`src/rtl/cache_arbiter_if.sv`:
```
// Bundle of icache, dcache and pmem signals shared by the arbiter and its clients.
// master is the arbiter's view; slave is the caches/pmem side.
interface cache_arbiter_if;
   logic          i_read;
   logic [31:0]   i_address;
   logic [255:0]  i_rdata;
   logic          i_resp;
   logic          d_read;
   logic          d_write;
   logic [31:0]   d_address;
   logic [255:0]  d_wdata;
   logic [255:0]  d_rdata;
   logic          d_resp;
   logic          pmem_resp;
   logic [63:0]   pmem_rdata;
   logic          pmem_read;
   logic          pmem_write;
   logic [31:0]   pmem_address;
   logic [63:0]   pmem_wdata;

   modport master (
      input  i_read, i_address, d_read, d_write, d_address, d_wdata,
             pmem_resp, pmem_rdata,
      output i_rdata, i_resp, d_rdata, d_resp,
             pmem_read, pmem_write, pmem_address, pmem_wdata
   );

   modport slave (
      output i_read, i_address, d_read, d_write, d_address, d_wdata,
             pmem_resp, pmem_rdata,
      input  i_rdata, i_resp, d_rdata, d_resp,
             pmem_read, pmem_write, pmem_address, pmem_wdata
   );
endinterface

```
`src/rtl/cache_arbiter.sv`:
```
// Arbitrates icache fills and dcache fills/writebacks onto a single 64-bit pmem
// port as 4-beat bursts; contested grants alternate between the two caches.
module cache_arbiter #(
   parameter int BEATS = 4   // only 4 beats per 256-bit line is supported
) (
   input  logic             clk,
   input  logic             rst,
   cache_arbiter_if.master  bus
);

   typedef enum logic [2:0] {IDLE, I_READ, D_READ, D_WRITE, DONE} state_t;

   state_t        r_state;
   logic [1:0]    r_cnt;
   logic [255:0]  r_buf;
   logic          r_tie_d;      // dcache wins the next contested grant
   logic [31:0]   r_addr;
   logic          r_pmem_read;
   logic          r_pmem_write;
   logic          r_i_resp;
   logic          r_d_resp;

   logic          w_i_req;
   logic          w_d_req;
   logic          w_grant_d;

   always_comb begin
      w_i_req   = bus.i_read;
      w_d_req   = bus.d_read | bus.d_write;
      w_grant_d = w_d_req & (~w_i_req | r_tie_d);
   end

   always_ff @(posedge clk or negedge rst) begin
      if (!rst) begin
         r_state      <= IDLE;
         r_cnt        <= 2'd0;
         r_buf        <= '0;
         r_tie_d      <= 1'b0;
         r_addr       <= '0;
         r_pmem_read  <= 1'b0;
         r_pmem_write <= 1'b0;
         r_i_resp     <= 1'b0;
         r_d_resp     <= 1'b0;
      end else begin
         r_i_resp <= 1'b0;
         r_d_resp <= 1'b0;
         case (r_state)
            IDLE: begin
               if (w_i_req | w_d_req) begin
                  // only a contested grant moves the tie-break
                  if (w_i_req & w_d_req)
                     r_tie_d <= ~w_grant_d;
                  r_cnt <= 2'd0;
                  if (w_grant_d) begin
                     r_addr <= bus.d_address & 32'hFFFF_FFE0;
                     if (bus.d_write) begin
                        r_state      <= D_WRITE;
                        r_pmem_write <= 1'b1;
                     end else begin
                        r_state     <= D_READ;
                        r_pmem_read <= 1'b1;
                     end
                  end else begin
                     r_state     <= I_READ;
                     r_addr      <= bus.i_address & 32'hFFFF_FFE0;
                     r_pmem_read <= 1'b1;
                  end
               end
            end
            I_READ, D_READ, D_WRITE: begin
               if (bus.pmem_resp) begin
                  r_cnt <= r_cnt + 2'd1;
                  if (r_state != D_WRITE)
                     r_buf[{r_cnt, 6'd0} +: 64] <= bus.pmem_rdata;
                  if (r_cnt == 2'(BEATS - 1)) begin
                     r_state      <= DONE;
                     r_pmem_read  <= 1'b0;
                     r_pmem_write <= 1'b0;
                     r_addr       <= '0;
                     r_i_resp     <= (r_state == I_READ);
                     r_d_resp     <= (r_state != I_READ);
                  end
               end
            end
            DONE:    r_state <= IDLE;
            default: r_state <= IDLE;
         endcase
      end
   end

   assign bus.i_rdata      = r_buf;
   assign bus.d_rdata      = r_buf;
   assign bus.i_resp       = r_i_resp;
   assign bus.d_resp       = r_d_resp;
   assign bus.pmem_read    = r_pmem_read;
   assign bus.pmem_write   = r_pmem_write;
   assign bus.pmem_address = r_addr;
   assign bus.pmem_wdata   = (r_state == D_WRITE) ? bus.d_wdata[{r_cnt, 6'd0} +: 64] : 64'd0;

endmodule

```
`src/flat_wrapper.sv`:
```
// flat-port wrapper written by rule: the top's interface ports become plain ports
module cache_arbiter_flat 
#(
   parameter int BEATS = 4                                                
)
  (clk, rst, bus_i_read, bus_i_address, bus_d_read, bus_d_write, bus_d_address, bus_d_wdata, bus_pmem_resp, bus_pmem_rdata, bus_i_rdata, bus_i_resp, bus_d_rdata, bus_d_resp, bus_pmem_read, bus_pmem_write, bus_pmem_address, bus_pmem_wdata);
  cache_arbiter_if bus_i ();
  input  logic clk;
  input  logic rst;
  input wire logic [$bits(bus_i.i_read)-1:0] bus_i_read;
  input wire logic [$bits(bus_i.i_address)-1:0] bus_i_address;
  input wire logic [$bits(bus_i.d_read)-1:0] bus_d_read;
  input wire logic [$bits(bus_i.d_write)-1:0] bus_d_write;
  input wire logic [$bits(bus_i.d_address)-1:0] bus_d_address;
  input wire logic [$bits(bus_i.d_wdata)-1:0] bus_d_wdata;
  input wire logic [$bits(bus_i.pmem_resp)-1:0] bus_pmem_resp;
  input wire logic [$bits(bus_i.pmem_rdata)-1:0] bus_pmem_rdata;
  output wire logic [$bits(bus_i.i_rdata)-1:0] bus_i_rdata;
  output wire logic [$bits(bus_i.i_resp)-1:0] bus_i_resp;
  output wire logic [$bits(bus_i.d_rdata)-1:0] bus_d_rdata;
  output wire logic [$bits(bus_i.d_resp)-1:0] bus_d_resp;
  output wire logic [$bits(bus_i.pmem_read)-1:0] bus_pmem_read;
  output wire logic [$bits(bus_i.pmem_write)-1:0] bus_pmem_write;
  output wire logic [$bits(bus_i.pmem_address)-1:0] bus_pmem_address;
  output wire logic [$bits(bus_i.pmem_wdata)-1:0] bus_pmem_wdata;
  assign bus_i.i_read = bus_i_read;
  assign bus_i.i_address = bus_i_address;
  assign bus_i.d_read = bus_d_read;
  assign bus_i.d_write = bus_d_write;
  assign bus_i.d_address = bus_d_address;
  assign bus_i.d_wdata = bus_d_wdata;
  assign bus_i.pmem_resp = bus_pmem_resp;
  assign bus_i.pmem_rdata = bus_pmem_rdata;
  assign bus_i_rdata = bus_i.i_rdata;
  assign bus_i_resp = bus_i.i_resp;
  assign bus_d_rdata = bus_i.d_rdata;
  assign bus_d_resp = bus_i.d_resp;
  assign bus_pmem_read = bus_i.pmem_read;
  assign bus_pmem_write = bus_i.pmem_write;
  assign bus_pmem_address = bus_i.pmem_address;
  assign bus_pmem_wdata = bus_i.pmem_wdata;
  cache_arbiter #(.BEATS(BEATS)) u_core (.clk(clk), .rst(rst), .bus(bus_i));
endmodule
```
`config.mk`:
```
export PLATFORM = sky130hd
export DESIGN_NAME = cache_arbiter_flat
export DESIGN_NICKNAME = d
export VERILOG_FILES = /design/src/rtl/cache_arbiter_if.sv /design/src/rtl/cache_arbiter.sv /design/src/flat_wrapper.sv
export SDC_FILE = /design/constraint.sdc
export NUM_CORES = 1
export LEC_CHECK = 0
export ABC_AREA = 1
export BUFFER_PORTS_ARGS = -buffer_cell sky130_fd_sc_hd__buf_4
export CELL_PAD_IN_SITES_DETAIL_PLACEMENT = 1
export CELL_PAD_IN_SITES_GLOBAL_PLACEMENT = 1
export CORE_AREA = 10 10 381 383
export CTS_BUF_LIST = sky130_fd_sc_hd__clkbuf_4
export CTS_CLUSTER_DIAMETER = 40
export CTS_CLUSTER_SIZE = 30
export DETAILED_ROUTE_END_ITERATION = 8
export DIE_AREA = 0 0 391 393
export GPL_ROUTABILITY_DRIVEN = 0
export GPL_TIMING_DRIVEN = 0
export PLACE_DENSITY = 0.52
export SYNTH_ARGS = -nofsm -noshare
export SYNTH_HDL_FRONTEND = slang
export SYNTH_SLANG_ARGS = --single-unit
```
`constraint.sdc`:
```
create_clock -name clk -period 3.4 [get_ports clk]
set_input_delay 0.85 -clock clk [delete_from_list [all_inputs] [get_ports clk]]
set_output_delay 0.85 -clock clk [all_outputs]
set_load 0.005 [all_outputs]
```
# Word level (Yosys, flattened, before mapping)
# Cells that the tools add are included.
dict set report op_classes {
  n_mux 32
  multipliers 0
  order_cmp 0
  bitwise_logic 7
  n_reduce_logical 10
  addsub 2
  div 0
  n_shift 3
  n_eq_ne 12
}
# cell n
set op_table {}
lappend op_table {{bitwise mux 256 bit} 1}
lappend op_table {{variable shift 64 x 10 -> 256 bit (first input constant)} 1}
lappend op_table {{variable part select 256 x 9 -> 64 bit} 1}
lappend op_table {{variable part select 64 x 10 -> 256 bit} 1}
lappend op_table {{2-to-1 mux 32 bit} 4}
lappend op_table {{2-to-1 mux 64 bit} 1}
lappend op_table {{case mux 32 bit (2 select lines)} 1}
lappend op_table {{2-to-1 mux 1 bit} 15}
lappend op_table {{AND reduction 3 bit} 4}
lappend op_table {{negator 8 -> 10 bit} 1}
lappend op_table {{2-to-1 mux 3 bit} 3}
lappend op_table {{equality test 3 x 2 -> 1 bit (second input constant)} 2}
lappend op_table {{2-to-1 mux 2 bit} 3}
lappend op_table {{!= test 2 x 1 -> 1 bit (second input constant)} 3}
lappend op_table {{case mux 3 bit (2 select lines)} 1}
lappend op_table {{AND reduction 6 bit} 1}
lappend op_table {{AND reduction 5 bit} 1}
lappend op_table {{!= test 2 bit (second input constant)} 2}
lappend op_table {{case mux 1 bit (2 select lines)} 2}
lappend op_table {{case mux 2 bit (2 select lines)} 1}
lappend op_table {{AND reduction 4 bit} 1}
lappend op_table {{equality test 3 x 1 -> 1 bit (second input constant)} 1}
lappend op_table {{zero test 3 bit} 1}
lappend op_table {{!= test 3 x 1 -> 1 bit (second input constant)} 1}
lappend op_table {{other kinds (9)} 13}
dict set report word_totals {
  n_memories 0
  latch_bits 0
  ramBits 0
  romBits 0
  out_inout_bits 612
  ff_bits 298
}

# Longest topological paths before layout
# Gate-level depths: netlist of the first run.
dict set report depth {
  depth_word 6
  depth_mapped 13
  ltp_nobuf 8
}

# Least setup slack after synthesis of the first run
# OpenSTA, ideal clock, no wires.
dict set report synth_path {
  path_type {register to register}
  from {reg u_core.r_cnt[0]}
  to {reg u_core.r_buf[10], in the netlist u_core.bus.d_rdata[10]}
  path_stages_with_launch 11
  synth_period_minus_slack_ns 2.445
  arrival_time_ns 2.380
  required_time_ns 3.334
  setup_slack_ns 0.955
  path_buffers 5
  path_cell_list {dfrtp_1 > buf_2 > inv_2 > buf_2 > buf_2 > buf_2 > ha_1 > nor3_1 > buf_2 > nand3_1 > nand2_1}
}
dict set report synth_between {
  elab_chain_cells 3
  elab_cells_between_ends 4
  classes_between {add/sub (1); shift (2); mux (1)}
}
# item line
set synth_lines {}
lappend synth_lines {{start: declaration} cache_arbiter.sv:14} ;# logic [1:0] r_cnt;
lappend synth_lines {{start signal: assignment} cache_arbiter.sv:72} ;# r_cnt <= r_cnt + 2'd1;
lappend synth_lines {{negator 8 -> 10 bit (*)} cache_arbiter.sv:74} ;# r_buf[{r_cnt, 6'd0} +: 64] <= bus.pmem_rdata;
lappend synth_lines {{variable part select 64 x 10 -> 256 bit / variable shift 64 x 10 -> 256 bit (equally long branches)} cache_arbiter.sv:74}
lappend synth_lines {{bitwise mux 256 bit (*)} cache_arbiter.sv:74}
lappend synth_lines {{end signal: indexed assignment} cache_arbiter.sv:74}
lappend synth_lines {{end: declaration} cache_arbiter.sv:15} ;# logic [255:0] r_buf;
# Mark *: on every way between the ends. The rest lies on a longest branch, timed or not.
# A chain may end at the register's enable or synchronous reset.

# Worst setup path in the final report of the first run
dict set report layout_path {
  from {reg u_core.r_cnt[0]}
  to {out bus_pmem_wdata[43]}
}
dict set report layout_between {
  elab_chain_cells 2
}
# item line
set layout_lines {}
lappend layout_lines {{variable part select 256 x 9 -> 64 bit} cache_arbiter.sv:98} ;# assign bus.pmem_wdata = (r_state == D_WRITE) ? bus.d_wdata[{r_cnt, 6'd0} +: 64] : 64'd0;
lappend layout_lines {{2-to-1 mux 64 bit} cache_arbiter.sv:98}
lappend layout_lines {{end: declaration} flat_wrapper.sv:25} ;# output wire logic [$bits(bus_i.pmem_wdata)-1:0] bus_pmem_wdata;
# No other way between the ends.

==> summary.md, run 1 <==
| Metric | Value |
|---|---|
| # IOs | about 1000 |
| Worst-path clk slew | roughly 0.11 ns |
| WHS Endpoint | u_core.bus.d_rdata[12] |
| Total grt overflow | 0 |
| Power per cell area | 832 mW/mm2 |
| Largest family of logic cells by synthesized area | simple AND/OR/NAND/NOR gates |
| Hold crit path type | in -> reg |
| Final ANT Viol Nets | 0 |
| Layout cells sized above 1 | a little under half |
| Leak pwr | 15.1 nW |
| Synth area leader | dfrtp_1 |
| Die ar. | 0.154 mm2 |
| Slew HR | 30.7% |
| Critical path data required time | 2.55 ns |
| All-Layer GR Usage | 16.4% |
| RSZ-0062 raised after global routing | true |
| Post-synthesis adder-cell area fraction | 0.445% |
| R2R Setup Slk | 0.14 ns |
| Largest net degree at the start of global routing | 107 |
| Synth unique cells | 25 |
| # nets final | 3774 |
| Fin crit share | 96.8% |
| Pins Over Slew Limit | 0 |
| Yosys warns | 0 |
| Clk_skew | 0.0644 ns |
| Final setup fails | 0 |
| Die Height | 393 um |
| CTS tree | built |
| Crit path kind | reg -> out |
| CP cell instances | buf_12 -> clkinv_8 -> clkbuf_16 -> clkbuf_8 -> o21ai_0 -> a21oi_4 -> buf_4 |
| PortBufs | 986 |
| Vias in the first global route | between 20000 and 25000 |
| Core Rows | 136 |
| Die width | around 390 um |
| Sinks on Clock Net | 293 |
| WP data arrival | 2.44 ns |
| Area Overhead vs Synth | 68.7% |
| Hold wc startpoint | bus_pmem_rdata[12] |
| Reg-to-Reg Start | u_core.r_cnt[0] |
| TritonRoute pass-1 iters | 5 |
| R2R Path End | u_core.bus.d_rdata[249] |
| Status | complete, no violations |
| Worst-margin pin slew | 1.04 ns |
| H-Tree Depth | 2 |
| Mean Syn Cell Area | roughly 7.3 um2 |
| Setup TNS | 0 ns |
| Met3 WL | between 9 and 10 mm |
| Via count | 19900 |
| Final min period | 3.29 ns |
| DP HPWL | 113 mm |
| Via/cell ratio | around 3.8 |
| Post-synthesis mux area share | 0% |
| CTS Root Cell | clkbuf_4 |
| Drt drc | 0 |
| Synth Instances | between 2000 and 2500 |
| Setup ws final | 0.110 ns |
| Worst path max stage delay | 0.40 ns |
| Total of max-cap violations | 0 |
| Initial antenna violation count | 14 |
| Power, Total | 23.7 mW |
| CP Max Fanout | 10 |
| First-pass GRT wire length | 179 mm |
| Share of the synthesized area in the top cell type | 43.5% |
| Post-synthesis compound-gate area fraction | under 10% |
| Peak VDD IR | 0.202 mV |
| Simple-gate share of the synthesized area | 29.6% |
| Met1 WL | 52.0 mm |
| Buf/Inv on CP | 5 |
| Post-synthesis xor/xnor area fraction | 0.0520% |
| Num CTS Buffers | 57 |
| Multi-input combinational cell area | 0.00695 mm2 |
| Worst-skew pair later-pin latency | 0.85 ns |
| WL/cell | roughly 26 um |
| Crit path max-delay family | buffers and inverters |
| Worst reg-to-reg path cell count | 11 |
| Crit end category | output port |
| CP Launch Type | flop |
| Fmax | around 300 MHz |
| Top sig layer | met5 |
| Iter 0 DRT Violations | between 1000 and 1500 |
| Fill count | around 17000 |
| Cell Area, Synth | 0.0169 mm2 |
| Hold Fails Final Rpt | 0 |
| FF/Latch Area | 0.00733 mm2 |
| Slowest-stage cell, CP | dfrtp_1 |
| Hold path depth | 3 |
| Total Wirelength | ~130 mm |
| CORE AREA | approximately 0.14 mm2 |
| Setup WS pre-CTS | -1.37 ns |
| Register area share after synthesis | 43.5% |
| Initial Util | 12.3% |
| Main area contributors after synthesis | dfrtp_1 43%, nand2_1 13%, buf_4 12%, nand3_1 7.7%, nor2_1 7.2% |
| #FFs+latches synth | roughly 290 |
| Clk buf depth | 3 |
| Met2 Wirelength | 69.2 mm |
[final cells by class]
| cell class | count | share of cell area, % |
|---|---|---|
| Buffer | 425 | 10.7 |
| Clock inverter | 44 | 1.40 |
| Inverter | 51 | 0.717 |
| Clock buffer | 61 | 1.61 |
| Antenna cell | 11 | 0.0968 |
| Timing Repair Buffer | 1010 | 27.3 |
| Tap cell | 1794 | 7.90 |
| Multi-Input combinational cell | 1540 | 24.5 |
| Sequential cell | 293 | 25.8 |
[logic make-up (layout without fill, tap and decap cells)]
kind of cell / after synthesis / count (layout)
fa+ha+maj: 6 / 6
simple gates: 1208 / 1208
compound gates: 320 / 320
flops: 293 / 293
buf+inv: 476 / 1591
other cells: 1 / 16
xor+xnor: 1 / 1
[worst reg2reg max path, stage by stage, from the launching register on]
cell	delay [ns]
dfrtp_1	0.40
buf_12	0.17
clkinv_8	0.11
buf_12	0.16
buf_16	0.16
clkbuf_16	0.19
ha_1	0.45
inv_1	0.17
clkbuf_2	0.58
clkbuf_1	0.54
nand3_1	0.18
nand2_1	0.10
[routing by layer]
layer	vias up	GRT usage (%)
met5	-	0
met3	120	4.78
li1	9316	-
met1	9761	18.6
met4	2	4.09
met2	742	30.0
[what timing repair did]
action / CTS / global route
pin swaps: 13 / 27
resized for setup: 165 / 96
endpoints found under the hold margin: 61 / 0
buffers inserted: 13 / 1
setup endpoints to repair: 321 / 65
hold buffers: 1 / 0
cloned: 0 / 4
[sequential cells by signal (all words and copies together) (netlist names)]
signal,count
u_core.bus.d_resp,1
u_core.r_cnt,2
u_core.r_tie_d,1
u_core.bus.pmem_read,1
u_core.bus.i_resp,1
u_core.bus.pmem_address,27
u_core.bus.pmem_write,1
u_core.r_state,3
u_core.bus.d_rdata,256
[per-stage QoR]
stage                     util [%]  std cells  hold slack [ns]  cell area, um2
after floorplan                  -       2309            0.464           16900
after global placement        19.3       5089            0.461           26500
after detailed placement      19.4       5094            0.473           26600
after CTS                     20.5       5213            0.119           28100
after global routing          20.7       5224            0.157           28400
final                         20.7       5229            0.245           28400
[where the power goes]
| group | internal, mW | switching (mW) |
|---|---|---|
| clock network | 1.40 | 1.68 |
| logic | 6.39 | 8.06 |
| registers | 4.65 | 1.48 |
| total | 12.4 | 11.2 |
[cell usage after synthesis]
master and count:
a21oi_1 91, buf_1 9, buf_2 70, buf_4 261, clkbuf_1 85, conb_1 1, dfrtp_1 293, ha_1 6
inv_1 45, inv_2 6, nand2_1 581, nand2_2 1, nand3_1 260, nand3_2 1, nand3b_1 1, nand4_1 2
nor2_1 325, nor2_2 3, nor2_4 3, nor3_1 3, nor4_1 1, o21ai_0 165, o21ai_1 64, or2_2 27
xor2_1 1
[worst max path at each step]
| stage | from | end | cells after the start |
|---|---|---|---|
| after floorplan | u_core.r_cnt[0] | u_core.bus.d_rdata[10] | 10 |
| after global placement | u_core.r_cnt[0] | u_core.bus.d_rdata[45] | 10 |
| after detailed placement | u_core.r_cnt[0] | u_core.bus.d_rdata[181] | 12 |
| after CTS | u_core.r_cnt[0] | bus_pmem_wdata[59] | 8 |
| after global routing | u_core.r_cnt[0] | bus_pmem_wdata[62] | 8 |
| final | u_core.r_cnt[0] | bus_pmem_wdata[43] | 7 |
[cell usage in the layout (no fill, tap or decap), types with 8 or more instances in the layout]
master / count
a21oi_2: 17
clkbuf_4: 70
inv_1: 45
diode_2: 11
buf_6: 14
nand2_1: 581
o21ai_0: 119
clkbuf_1: 52
or2_2: 27
buf_4: 1258
clkbuf_8: 8
buf_2: 60
a21oi_1: 68
clkinv_2: 13
o21ai_2: 13
nor2_2: 9
clkinv_1: 11
nand3_1: 259
dfrtp_1: 291
o21ai_1: 94
clkbuf_2: 10
nor2_1: 315
No activity file was read; power rests on OpenSTA's default activity.
==> run 2: changes to the inputs <==
--- a/config.mk
+++ b/config.mk
@@ -5,19 +5,18 @@
 export SDC_FILE = /design/constraint.sdc
 export NUM_CORES = 1
 export LEC_CHECK = 0
-export ABC_AREA = 1
 export BUFFER_PORTS_ARGS = -buffer_cell sky130_fd_sc_hd__buf_4
 export CELL_PAD_IN_SITES_DETAIL_PLACEMENT = 1
 export CELL_PAD_IN_SITES_GLOBAL_PLACEMENT = 1
-export CORE_AREA = 10 10 381 383
+export CORE_AREA = 10 10 384 386
 export CTS_BUF_LIST = sky130_fd_sc_hd__clkbuf_4
 export CTS_CLUSTER_DIAMETER = 40
 export CTS_CLUSTER_SIZE = 30
 export DETAILED_ROUTE_END_ITERATION = 8
-export DIE_AREA = 0 0 391 393
+export DIE_AREA = 0 0 394 396
 export GPL_ROUTABILITY_DRIVEN = 0
 export GPL_TIMING_DRIVEN = 0
-export PLACE_DENSITY = 0.52
+export PLACE_DENSITY = 0.49
 export SYNTH_ARGS = -nofsm -noshare
 export SYNTH_HDL_FRONTEND = slang
 export SYNTH_SLANG_ARGS = --single-unit
==> run 2 against run 1 <==
The flow now finishes with violations (setup timing). Cell area decreased by 3.8%. Combinational power is essentially flat. Critical path depth shrank 1. Fmax fell by 4.9%. Largest power group unchanged. Highest routed layer unchanged.
==> summary.md, run 2 <==
| Metric | Value |
|---|---|
| H-Tree Depth | 3 (+1) |
| Clk_skew | 0.107 ns (+0.0423 ns) |
| Hold Fails Final Rpt | 0 (unchanged) |
| TritonRoute pass-1 iters | 5 (unchanged) |
| Die ar. | 0.156 mm2 (+1.5%) |
| Die Height | 396 um (+0.76%) |
| All-Layer GR Usage | 14.6% (-1.9 points) |
| Pins Over Slew Limit | 0 (unchanged) |
| Clk buf depth | 3 (unchanged) |
| Commonest non-fill, non-tap cell in the layout | buf_4 |
| Worst-skew pair later-pin latency | 0.92 ns (+0.07 ns) |
| Synth area leader | dfrtp_1 |
| Commonest cells after routing, fill and taps aside | 1247 x buf_4, 516 x nand2_1, 292 x dfrtp_1 |
| Final min period | 3.46 ns (+0.168 ns) |
| Synth Instances | 1671 (-28%) |
| Initial Util | 11.3% (-1.0 points) |
| Area Overhead vs Synth | 74.0% |
| Total grt overflow | 0 (unchanged) |
| Most common cell in the netlist | nand2_1 |
| Synth unique cells | 32 (+28%) |
| # IOs | 1002 (unchanged) |
| # nets final | 3156 (-16%) |
| Yosys warns | 0 (unchanged) |
| WP data arrival | 2.61 ns (+0.17 ns) |
| Leak pwr | 13.3 nW (-12%) |
| Peak VDD IR | 0.300 mV (+49%) |
| Layout cells sized above 1 | 54.2% (+8.4 points) |
| Worst-path clk slew | 0.10 ns (about the same) |
| Via/cell ratio | 3.53 (-7.5%) |
| Die width | 394 um (+0.77%) |
| Final setup fails | 18 (+18) |
| Via count | 16600 (-17%) |
| Worst path max stage delay | 0.51 ns (+0.11 ns) |
| Placed cell count | 4541 (-11%) |
| RSZ-0062 raised after global routing | true |
| Critical path data required time | 2.55 ns (about the same) |
| Ys flop type | dfrtp_1 |
| CP cell instances | buf_6 -> buf_12 -> buf_8 -> mux4_2 -> nor2b_1 -> buf_4 |
| Worst-margin pin slew | 0.876 ns (-0.164 ns) |
| CTS tree | built |
| Final ANT Viol Nets | 0 (unchanged) |
| Final instance area | 0.0273 mm2 (-3.8%) |
| WL/cell | 25.4 um (-1.0%) |
| Setup ws final | -0.0586 ns (-0.168 ns) |
| Crit end category | output port |
| Register area share after synthesis | 46.7% (+3.2 points) |
| EDFF count, synth | 0 (unchanged) |
| Max reg flops | 256 (unchanged) |
| Placed Area | 0.0256 mm2 (-3.9%) |
| Slowest-stage cell, CP | mux4_2 |
| Power per cell area | 927 mW/mm2 (+11%) |
| Largest net degree at the start of global routing | 93 (-13%) |
| Sinks on Clock Net | 293 (unchanged) |
| Vias in the first global route | 17800 (-17%) |
| R2R Setup Slk | 0.33 ns (+0.19 ns) |
| Share of the synthesized area in the top cell type | 46.7% (+3.2 points) |
| Fin crit share | 102% (+4.9 points) |
| Cell Area, Synth | 0.0157 mm2 (-6.8%) |
| Initial antenna violation count | 33 (+19) |
| Fmax | 289 MHz (-4.9%) |
| Drt drc | 0 (unchanged) |
| Slew HR | 41.6% (+11 points) |
| CTS Root Cell | clkbuf_4 |
| CP Max Fanout | 10 (unchanged) |
| First-pass GRT wire length | 159 mm (-12%) |
| Status | finished, violations left |
| DP HPWL | 101 mm (-10%) |
| CORE AREA | 0.139 mm2 (+1.5%) |
| Hold crit path type | in -> reg |
| #FFs+latches synth | 293 (unchanged) |
| Crit path kind | reg -> out |
| Async SR Flop Fraction | 100% (unchanged) |
| Num CTS Buffers | 74 (+30%) |
| Iter 0 DRT Violations | 983 (-10%) |
| Total Wirelength | 120 mm (-11%) |
| Util after Layout | 19.6% (-1.1 points) |
| Mean Syn Cell Area | 9.41 um2 (+29%) |
| Core Rows | 137 (+0.74%) |
| Post-synth top cells | 516 x nand2_1, 293 x dfrtp_1, 262 x buf_4, 172 x o21ai_0, 87 x o21ai_1 |
| Failing checks | setup timing |
| CP Launch Type | flop |
| Main area contributors after synthesis | dfrtp_1 47%, buf_4 13%, nand2_1 12%, mux4_2 9.2%, o21ai_0 5.5% |
| Total of max-cap violations | 0 (unchanged) |
| PortBufs | 986 (unchanged) |
| Post-Layout Cell Count | 4705 (-10%) |
| Setup TNS | -0.443 ns (-0.443 ns) |
[run 2: area by class of cell]
cell class	count	area [um2]
Buffer	375	2620
Antenna cell	13	32.5
Multi-Input combinational cell	1001	6000
Clock buffer	84	631
Fill cell	16500	112000
Sequential cell	293	7330
Tap cell	1876	2350
Clock inverter	48	553
Inverter	5	18.8
Timing Repair Buffer	1010	7810
[run 2: critical path: cells and delay by family (launching register included)]
family | cells | cell delay, ns
and+or+nand+nor | 1 | 0.20
DFF | 1 | 0.36
muxes | 1 | 0.51
buffers and inverters | 4 | 0.68
[run 2: path summary, 6_finish.rpt]
check,startpoint,to,depth (start not counted)
max,u_core.r_cnt[0],bus_pmem_wdata[44],6
min,bus_pmem_rdata[15],u_core.bus.d_rdata[207],3
max reg2reg,u_core.r_cnt[1],u_core.bus.d_rdata[117],8
min reg2reg,u_core.r_tie_d,u_core.r_tie_d,1
max in group asynchronous,rst,u_core.bus.d_rdata[117],4
min in group asynchronous,rst,u_core.bus.d_rdata[17],2
[run 2: timing repair]
action,in CTS,in global routing
endpoints found under the hold margin,51,0
endpoints found under the setup margin,319,82
buffers inserted,11,5
hold buffers,2,0
cloned,1,2
gates resized for setup,49,44
[run 2: logic make-up (layout without fill, tap and decap cells)]
logic type	Yosys count	count (layout)	share of synthesized area (%)
xor gates and xnor gates	2	2	0.111
AOI/OAI and AO/OA	293	293	10.1
and+or+nand+nor	603	603	15.9
adders and majority gates	6	6	0.478
DFF	293	293	46.7
other	1	18	0.0239
buffers and inverters	381	1522	15.8
muxes	92	92	11.0
[run 2: metal layers]
layer	part of all wire [%]	vias up	global-route usage (%)
li1	-	7538	-
met1	41	8155	17.3
met2	49	752	24.6
met3	7.8	136	4.86
met4	2.6	10	4.67
met5	0.063	-	0
[run 2: report_power, final]
group,switching [mW],internal (mW)
Combinational,6.87,7.77
Sequential,1.78,4.95
Clock,1.84,2.15
Total,10.5,14.9
[run 2: per-stage QoR]
stage / hold slack [ns] / total power [mW] / worst slack, ns
floorplan: 0.445 / 11.9 / 0.938
global placement: 0.464 / 21.1 / -1.85
detailed placement: 0.469 / 21.3 / -1.19
CTS: 0.00477 / 25.8 / -0.236
global route: 0.0825 / 27.3 / -0.223
finish: 0.194 / 25.3 / -0.0586
